File: config.mk
export PLATFORM = sky130hd
export DESIGN_NAME = ram_arbiter_flat
export DESIGN_NICKNAME = d
export VERILOG_FILES = /design/src/rtl/ram_arb_if.sv /design/src/rtl/ram_arbiter.sv /design/src/flat_wrapper.sv
export SDC_FILE = /design/constraint.sdc
export NUM_CORES = 1
export LEC_CHECK = 0
export BUFFER_PORTS_ARGS = -buffer_cell sky130_fd_sc_hd__clkbuf_2
export CAP_MARGIN = 40
export CORE_ASPECT_RATIO = 1.5
export CORE_UTILIZATION = 47
export CTS_CLUSTER_DIAMETER = 80
export DETAILED_ROUTE_END_ITERATION = 8
export PLACE_DENSITY = 0.87
export RECOVER_POWER = 50
export SKIP_LAST_GASP = 1
export SLEW_MARGIN = 20
export SYNTH_ARGS = -nofsm -noshare
export SYNTH_HDL_FRONTEND = slang
export SYNTH_SLANG_ARGS = --single-unit
File: constraint.sdc
create_clock -name clk_i -period 2.7 [get_ports clk_i]
set_clock_uncertainty 0.15 [all_clocks]
set_input_delay 0.54 -clock clk_i [delete_from_list [all_inputs] [get_ports clk_i]]
set_output_delay 0.54 -clock clk_i [all_outputs]
set_load 0.05 [all_outputs]
File: src/rtl/ram_arb_if.sv
// Bundle of requester handshakes and RAM16K-style memory pins shared by ram_arbiter.
// The slave modport is the arbiter's view; the master modport is the requesters' and memory's view.
interface ram_arb_if #(
    parameter int AW = 14,
    parameter int DW = 16
);
    logic          req0;
    logic          req1;
    logic          we0;
    logic          we1;
    logic [AW-1:0] addr0;
    logic [AW-1:0] addr1;
    logic [DW-1:0] wdata0;
    logic [DW-1:0] wdata1;
    logic          ack0;
    logic          ack1;
    logic [DW-1:0] rdata0;
    logic [DW-1:0] rdata1;
    logic [DW-1:0] ram_in;
    logic          ram_load;
    logic [AW-1:0] ram_address;
    logic [DW-1:0] ram_out;
    logic          busy;

    modport slave (
        input  req0, req1, we0, we1, addr0, addr1, wdata0, wdata1, ram_out,
        output ack0, ack1, rdata0, rdata1, ram_in, ram_load, ram_address, busy
    );

    modport master (
        output req0, req1, we0, we1, addr0, addr1, wdata0, wdata1, ram_out,
        input  ack0, ack1, rdata0, rdata1, ram_in, ram_load, ram_address, busy
    );
endinterface

File: src/rtl/ram_arbiter.sv
// Two-port round-robin arbiter in front of a single-port RAM: IDLE -> ACCESS -> DONE per grant.
// Define RAM_ARB_FIXED_PRIO_EN for fixed priority (port 0 always wins contention, no pointer register).
module ram_arbiter #(
    parameter int AW = 14,
    parameter int DW = 16
) (
    input  logic        clk_i,
    input  logic        rst_i,
    ram_arb_if.slave    bus_io
);
    typedef enum logic [1:0] {
        IDLE   = 2'd0,
        ACCESS = 2'd1,
        DONE   = 2'd2
    } state_t;

    state_t        state_q;
    logic          cmd_we_q;
    logic          cmd_id_q;
    logic [AW-1:0] cmd_addr_q;
    logic [DW-1:0] cmd_wdata_q;
    logic          ack0_q;
    logic          ack1_q;
    logic [DW-1:0] rdata0_q;
    logic [DW-1:0] rdata1_q;

    logic          grant_d;
    logic          cmd_we_d;
    logic [AW-1:0] cmd_addr_d;
    logic [DW-1:0] cmd_wdata_d;

`ifndef RAM_ARB_FIXED_PRIO_EN
    // 0 = port 0 favoured on the next simultaneous request, 1 = port 1 favoured
    logic          ptr_q;
`endif

    // Pick the winner among live requests and mux its command fields
    always_comb begin
        grant_d     = 1'b0;
        cmd_we_d    = bus_io.we0;
        cmd_addr_d  = bus_io.addr0;
        cmd_wdata_d = bus_io.wdata0;
        if (bus_io.req0 && bus_io.req1) begin
`ifdef RAM_ARB_FIXED_PRIO_EN
            grant_d = 1'b0;
`else
            grant_d = ptr_q;
`endif
        end else if (bus_io.req1) begin
            grant_d = 1'b1;
        end else begin
            grant_d = 1'b0;
        end
        if (grant_d) begin
            cmd_we_d    = bus_io.we1;
            cmd_addr_d  = bus_io.addr1;
            cmd_wdata_d = bus_io.wdata1;
        end else begin
            cmd_we_d    = bus_io.we0;
            cmd_addr_d  = bus_io.addr0;
            cmd_wdata_d = bus_io.wdata0;
        end
    end

    // Access sequencer: latch command, perform the memory cycle, pulse the ack
    always_ff @(posedge clk_i or posedge rst_i) begin
        if (rst_i) begin
            state_q     <= IDLE;
            cmd_we_q    <= 1'b0;
            cmd_id_q    <= 1'b0;
            cmd_addr_q  <= {AW{1'b0}};
            cmd_wdata_q <= {DW{1'b0}};
            ack0_q      <= 1'b0;
            ack1_q      <= 1'b0;
            rdata0_q    <= {DW{1'b0}};
            rdata1_q    <= {DW{1'b0}};
`ifndef RAM_ARB_FIXED_PRIO_EN
            ptr_q       <= 1'b0;
`endif
        end else begin
            case (state_q)
                IDLE: begin
                    ack0_q <= 1'b0;
                    ack1_q <= 1'b0;
                    if (bus_io.req0 || bus_io.req1) begin
                        state_q     <= ACCESS;
                        cmd_id_q    <= grant_d;
                        cmd_we_q    <= cmd_we_d;
                        cmd_addr_q  <= cmd_addr_d;
                        cmd_wdata_q <= cmd_wdata_d;
                    end else begin
                        state_q <= IDLE;
                    end
                end
                ACCESS: begin
                    state_q <= DONE;
                    ack0_q  <= ~cmd_id_q;
                    ack1_q  <= cmd_id_q;
                    // The memory output is combinational, so the read completes on this edge
                    if (!cmd_we_q) begin
                        if (cmd_id_q) begin
                            rdata1_q <= bus_io.ram_out;
                        end else begin
                            rdata0_q <= bus_io.ram_out;
                        end
                    end else begin
                        rdata0_q <= rdata0_q;
                    end
                end
                DONE: begin
                    state_q <= IDLE;
                    ack0_q  <= 1'b0;
                    ack1_q  <= 1'b0;
`ifndef RAM_ARB_FIXED_PRIO_EN
                    ptr_q   <= ~cmd_id_q;
`endif
                end
                default: begin
                    state_q <= IDLE;
                    ack0_q  <= 1'b0;
                    ack1_q  <= 1'b0;
                end
            endcase
        end
    end

    // Write enable depends only on state and latched command, never on live inputs
    assign bus_io.ram_load    = (state_q == ACCESS) && cmd_we_q;
    assign bus_io.ram_address = cmd_addr_q;
    assign bus_io.ram_in      = cmd_wdata_q;
    assign bus_io.ack0        = ack0_q;
    assign bus_io.ack1        = ack1_q;
    assign bus_io.rdata0      = rdata0_q;
    assign bus_io.rdata1      = rdata1_q;
    assign bus_io.busy        = (state_q != IDLE);
endmodule

File: src/flat_wrapper.sv
// flat-port wrapper written by rule: the top's interface ports become plain ports
module ram_arbiter_flat 
#(
    parameter int AW = 14,
    parameter int DW = 16
)
  (clk_i, rst_i, bus_io_req0, bus_io_req1, bus_io_we0, bus_io_we1, bus_io_addr0, bus_io_addr1, bus_io_wdata0, bus_io_wdata1, bus_io_ram_out, bus_io_ack0, bus_io_ack1, bus_io_rdata0, bus_io_rdata1, bus_io_ram_in, bus_io_ram_load, bus_io_ram_address, bus_io_busy);
  ram_arb_if #(.AW(AW), .DW(DW)) bus_io_i ();
  input  logic clk_i;
  input  logic rst_i;
  input wire logic [$bits(bus_io_i.req0)-1:0] bus_io_req0;
  input wire logic [$bits(bus_io_i.req1)-1:0] bus_io_req1;
  input wire logic [$bits(bus_io_i.we0)-1:0] bus_io_we0;
  input wire logic [$bits(bus_io_i.we1)-1:0] bus_io_we1;
  input wire logic [$bits(bus_io_i.addr0)-1:0] bus_io_addr0;
  input wire logic [$bits(bus_io_i.addr1)-1:0] bus_io_addr1;
  input wire logic [$bits(bus_io_i.wdata0)-1:0] bus_io_wdata0;
  input wire logic [$bits(bus_io_i.wdata1)-1:0] bus_io_wdata1;
  input wire logic [$bits(bus_io_i.ram_out)-1:0] bus_io_ram_out;
  output wire logic [$bits(bus_io_i.ack0)-1:0] bus_io_ack0;
  output wire logic [$bits(bus_io_i.ack1)-1:0] bus_io_ack1;
  output wire logic [$bits(bus_io_i.rdata0)-1:0] bus_io_rdata0;
  output wire logic [$bits(bus_io_i.rdata1)-1:0] bus_io_rdata1;
  output wire logic [$bits(bus_io_i.ram_in)-1:0] bus_io_ram_in;
  output wire logic [$bits(bus_io_i.ram_load)-1:0] bus_io_ram_load;
  output wire logic [$bits(bus_io_i.ram_address)-1:0] bus_io_ram_address;
  output wire logic [$bits(bus_io_i.busy)-1:0] bus_io_busy;
  assign bus_io_i.req0 = bus_io_req0;
  assign bus_io_i.req1 = bus_io_req1;
  assign bus_io_i.we0 = bus_io_we0;
  assign bus_io_i.we1 = bus_io_we1;
  assign bus_io_i.addr0 = bus_io_addr0;
  assign bus_io_i.addr1 = bus_io_addr1;
  assign bus_io_i.wdata0 = bus_io_wdata0;
  assign bus_io_i.wdata1 = bus_io_wdata1;
  assign bus_io_i.ram_out = bus_io_ram_out;
  assign bus_io_ack0 = bus_io_i.ack0;
  assign bus_io_ack1 = bus_io_i.ack1;
  assign bus_io_rdata0 = bus_io_i.rdata0;
  assign bus_io_rdata1 = bus_io_i.rdata1;
  assign bus_io_ram_in = bus_io_i.ram_in;
  assign bus_io_ram_load = bus_io_i.ram_load;
  assign bus_io_ram_address = bus_io_i.ram_address;
  assign bus_io_busy = bus_io_i.busy;
  ram_arbiter #(.AW(AW), .DW(DW)) u_core (.clk_i(clk_i), .rst_i(rst_i), .bus_io(bus_io_i));
endmodule
After elaboration in Yosys (flattened, before gate mapping). Index checks and enable logic that the tools add are counted.

Register bits after elaboration: 69. Bits in latches: 0. Bits in writable memories: 0. Memory bits (read-only): 0. Input port bits: 82. Output and inout port bits: 66. Logic and storage cells: 31. Memories: 0.

Add/subtract/negate cells: 0. $mul: 0. Div/mod/pow operators: 0. Magnitude comparators: 0. Equal/unequal tests: 2. Shift operators: 0. Mux-type cells: 9. Bitwise gates (word level): 2. Reduce and logical (&&, ||, !) cells: 8.

Operator list (number): $mux W16 (1); $mux W14 (1); $mux W1 (6); $reduce_and A3 Y1 (2); $pmux W2 S2 (1); $eq A2 B1 Y1 const B (1); $eq A2 B2 Y1 const B (1); $logic_and A1 B1 Y1 (2); $logic_not A2 Y1 (1); $not A1 Y1 (2); $reduce_and A2 Y1 (1); $reduce_bool A2 Y1 (1); $logic_or A1 B1 Y1 (1).

Longest topological paths before layout.
Depth in word-level cells: 3. Gate-level depth with buffers: 7. Depth with buffers taken out: 3.

Worst setup path before layout. Ideal clock, no wire load.

Kind: input to register. Start: in bus_io_req1. End: reg u_core.cmd_id_q. Arrival: 1.507 ns. Data required time: 2.454 ns. Setup slack: 0.947 ns. Stages on the path: 7. Cell sequence: clkbuf_2 > or2_0 > clkbuf_1 > and2_1 > buf_6 > buf_6 > o32ai_2.

Longest elaborated chain between the ends: 2. Elaborated cells between the ends (all ways): 5. Those cells by class: mux (2); reduce/logical (3).

Ends and longest elaborated chain: start, declared (line flat_wrapper.sv:12) `input wire logic [$bits(bus_io_i.req1)-1:0] bus_io_req1;`; $mux W1, or another cell as far along (line ram_arbiter.sv:49) `end else if (bus_io.req1) begin`; $mux W1 or $reduce_and A2 Y1 (tied branches); end signal, assigned (line ram_arbiter.sv:87) `cmd_id_q <= grant_d;`; end, declared (line ram_arbiter.sv:19) `logic cmd_id_q;`.

Parallel ways exist; a longest one is shown, timed or not. A chain may end at the register's enable or synchronous reset.

Worst setup path after layout.
Start: reg u_core.state_q[1]. End: out bus_io_ram_load.

Longest elaborated chain between the ends: 2.

Ends and longest elaborated chain: start, declared (line ram_arbiter.sv:17) `state_t state_q;`; start signal, assigned (line ram_arbiter.sv:68) `state_q <= IDLE;`; start signal, assigned (line ram_arbiter.sv:86) `state_q <= ACCESS;`; start signal, assigned (line ram_arbiter.sv:92) `state_q <= IDLE;`; $eq A2 B1 Y1 (line ram_arbiter.sv:128) `assign bus_io.ram_load = (state_q == ACCESS) && cmd_we_q;`; $logic_and A1 B1 Y1 (line ram_arbiter.sv:128); end, declared (line flat_wrapper.sv:25) `output wire logic [$bits(bus_io_i.ram_load)-1:0] bus_io_ram_load;`.

No other way between the ends.

==> impl_metrics.ini <==
[routing]
ant_nets = 0
via_count = 2756
finalWirelength_um = 7840
drt-wirelength-per-cell_um = 15.9
first_pass_iters = 4
drc = 0
drtIter0Drc = 176
via_per_inst = 5.58

[final_layout]
layout_commonest_cell = clkbuf_2
stdcell_count = 494
fill_cells = 531
final_cell_mix = clkbuf_2, dfrtp_1, o21ai_0
area_growth_pct = 30.9
drive_above_1_share = 0.498
antennaDiodeCount = 0
fin_util = 0.642
nets = 495

[clocking]
cts_buffer_depth = 2
cts_tree = built
cts_max_level = 3
post_cts_resized = 0
cts_buffers = 9
path_clk_slew_ns = 0.07
insertion_delay_ns = 0.33
clock_sinks = 69
postCtsHoldBufs = 0
root_buffer = clkbuf_8
post_cts_buffers = 0

[worst_setup_path]
critPathKind = reg2out
critical-path-max-stage-delay_ns = 0.40
r2r-start = u_core.state_q[1]$_DFF_PP0_
crit_buf_inv = 2
path_cells = nand2b_1 > inv_1 > and2_1 > clkbuf_2
crit_start = u_core.state_q[1]$_DFF_PP0_
start_kind = flop
critPathCaptureType = output pin
critPathMaxFanout = 5
worstPathRequired_ns = 2.01
cpLargestDelayFamily = flip-flops
arrival_ns = 1.48
slowest_stage = dfrtp_1

[synthesis]
yosysUniqueCellTypes = 24
synth_area_per_cell_um2 = 11.8
syn_area_um2 = 3200
postSynthCellCount = 271
ys_warn_count = 0
syn_nets = 353
seq_area_frac_synth = 0.539
ys_seq_elements = 69

[hold_path]
worstHoldPathType = in2async

[timing]
max_freq_ghz = 0.462
holdWs_ns = 0.262
fin_crit_sh = 0.802
hold_violations = 0
final_max_slew_viol_count = 0
grt_setup_unrepaired = no
worst_pin_slew_ns = 0.987
setup_viol = 0
finalSetupTns_ns = 0
fin_crit_ns = 2.17
setup_ws_ns = 0.534
max_slew_margin = 0.342

[placed_design]
portBuffers = 147
place_inst = 477
dp_hpwl_um = 5680
pre_cts_ws_ns = 0.679
gp_congestion = 0.705

[die]
dieHeight_um = 103
std_cell_rows = 36
fp.dieArea_um2 = 7150
io_pins = 148
die_width_um = 69.4
design.core.area_um2 = 6530
start_util = 0.490

[status]
status = complete, no violations

[grt]
grt.total_usage = 0.227
grt_pass1_vias = 2650
antenna_found_initial = 0
grt_pass1_wl_um = 12600
grt_start_max_net_pins = 46
grt_overflow = 0

[pwr]
power.leakage_nw = 1.93
powerDensity_nw_per_um2 = 1540
peakVddDrop_mv = 0.792

[job]
drv_cap = 0
[cells in the mapped netlist]
cell type | n | area share
buf_6 | 5 | 0.018
o21ai_0 | 32 | 0.050
buf_2 | 1 | 0.0016
buf_4 | 1 | 0.0023
a31oi_2 | 28 | 0.11
clkbuf_2 | 1 | 0.0016
nor3_4 | 2 | 0.010
nand3_1 | 31 | 0.048
nand2b_4 | 1 | 0.0043
inv_2 | 1 | 0.0012
inv_1 | 4 | 0.0047
or2_0 | 1 | 0.0020
a31oi_1 | 3 | 0.0059
clkbuf_1 | 18 | 0.021
dfrtp_1 | 69 | 0.54
mux2_2 | 17 | 0.060
mux2_1 | 15 | 0.053
nor2b_1 | 1 | 0.0020
nand2b_1 | 2 | 0.0039
nor2_1 | 3 | 0.0035
o32ai_2 | 1 | 0.0051
a21oi_1 | 31 | 0.048
nand2_1 | 1 | 0.0012
and2_1 | 2 | 0.0039
[kinds of logic after synthesis]
logic type / after synthesis / share of synthesized area
AO/OA/AOI/OAI: 95 / 0.219
buffers and inverters: 31 / 0.0500
flip-flops: 69 / 0.539
multiplexers: 32 / 0.113
AND/OR/NAND/NOR: 44 / 0.0793
[per-layer routing]
layer	vias up	part of all wire	track usage
li1	1278	-	-
met1	1338	0.38	0.266
met2	118	0.54	0.393
met3	22	0.051	0.0587
met4	0	0.026	0.102
met5	-	0	0
[flip-flops by register name (all words and copies together), names as in the netlist]
name and count:
u_core.bus_io.rdata1 16, u_core.bus_io.ack1 1, u_core.state_q 2, u_core.bus_io.ack0 1
u_core.ptr_q 1, u_core.bus_io.ram_in 16, u_core.bus_io.ram_address 14, u_core.cmd_id_q 1
u_core.bus_io.rdata0 16, u_core.cmd_we_q 1
[layout make-up]
type	count	area, µm²	area share
clock inverter	6	86.3	0.0206
timing repair buffer	157	835	0.199
clock buffer	10	138	0.0328
inverter	5	18.8	0.00448
multi-input combinational	171	1290	0.308
tap	76	95.1	0.0227
sequential	69	1730	0.412
[through the flow]
stage	cell area [µm²]	power [W]
after CTS	4220	0.00655
after floorplan	3200	0.00475
final	4190	0.00643
after detailed placement	4000	0.00562
after global routing	4190	0.00676
after global placement	3960	0.00546
[report_power, final]
| group | internal (W) | switching (W) | leakage, nW |
|---|---|---|---|
| Sequential | 0.00156 | 0.000309 | 0.809 |
| Combinational | 0.000945 | 0.00270 | 1.01 |
| Clock | 0.000543 | 0.000377 | 0.112 |
[path summary, 6_finish.rpt]
kind                                                       endpoint  slack, ns  cells past startpoint
min in group clk_i              u_core.bus_io.rdata1[2]$_DFFE_PP0P_       0.29                      2
worst min-delay path            u_core.bus_io.rdata0[7]$_DFFE_PP0P_       0.26                      2
worst max-delay path                                bus_io_ram_load       0.53                      4
worst min register to register  u_core.bus_io.rdata0[4]$_DFFE_PP0P_       0.33                      1
max in group asynchronous       u_core.bus_io.rdata1[9]$_DFFE_PP0P_       1.37                      3
worst max register to register  u_core.bus_io.rdata1[7]$_DFFE_PP0P_       0.72                      4
Note: power is estimated with default switching activity, not from simulation.
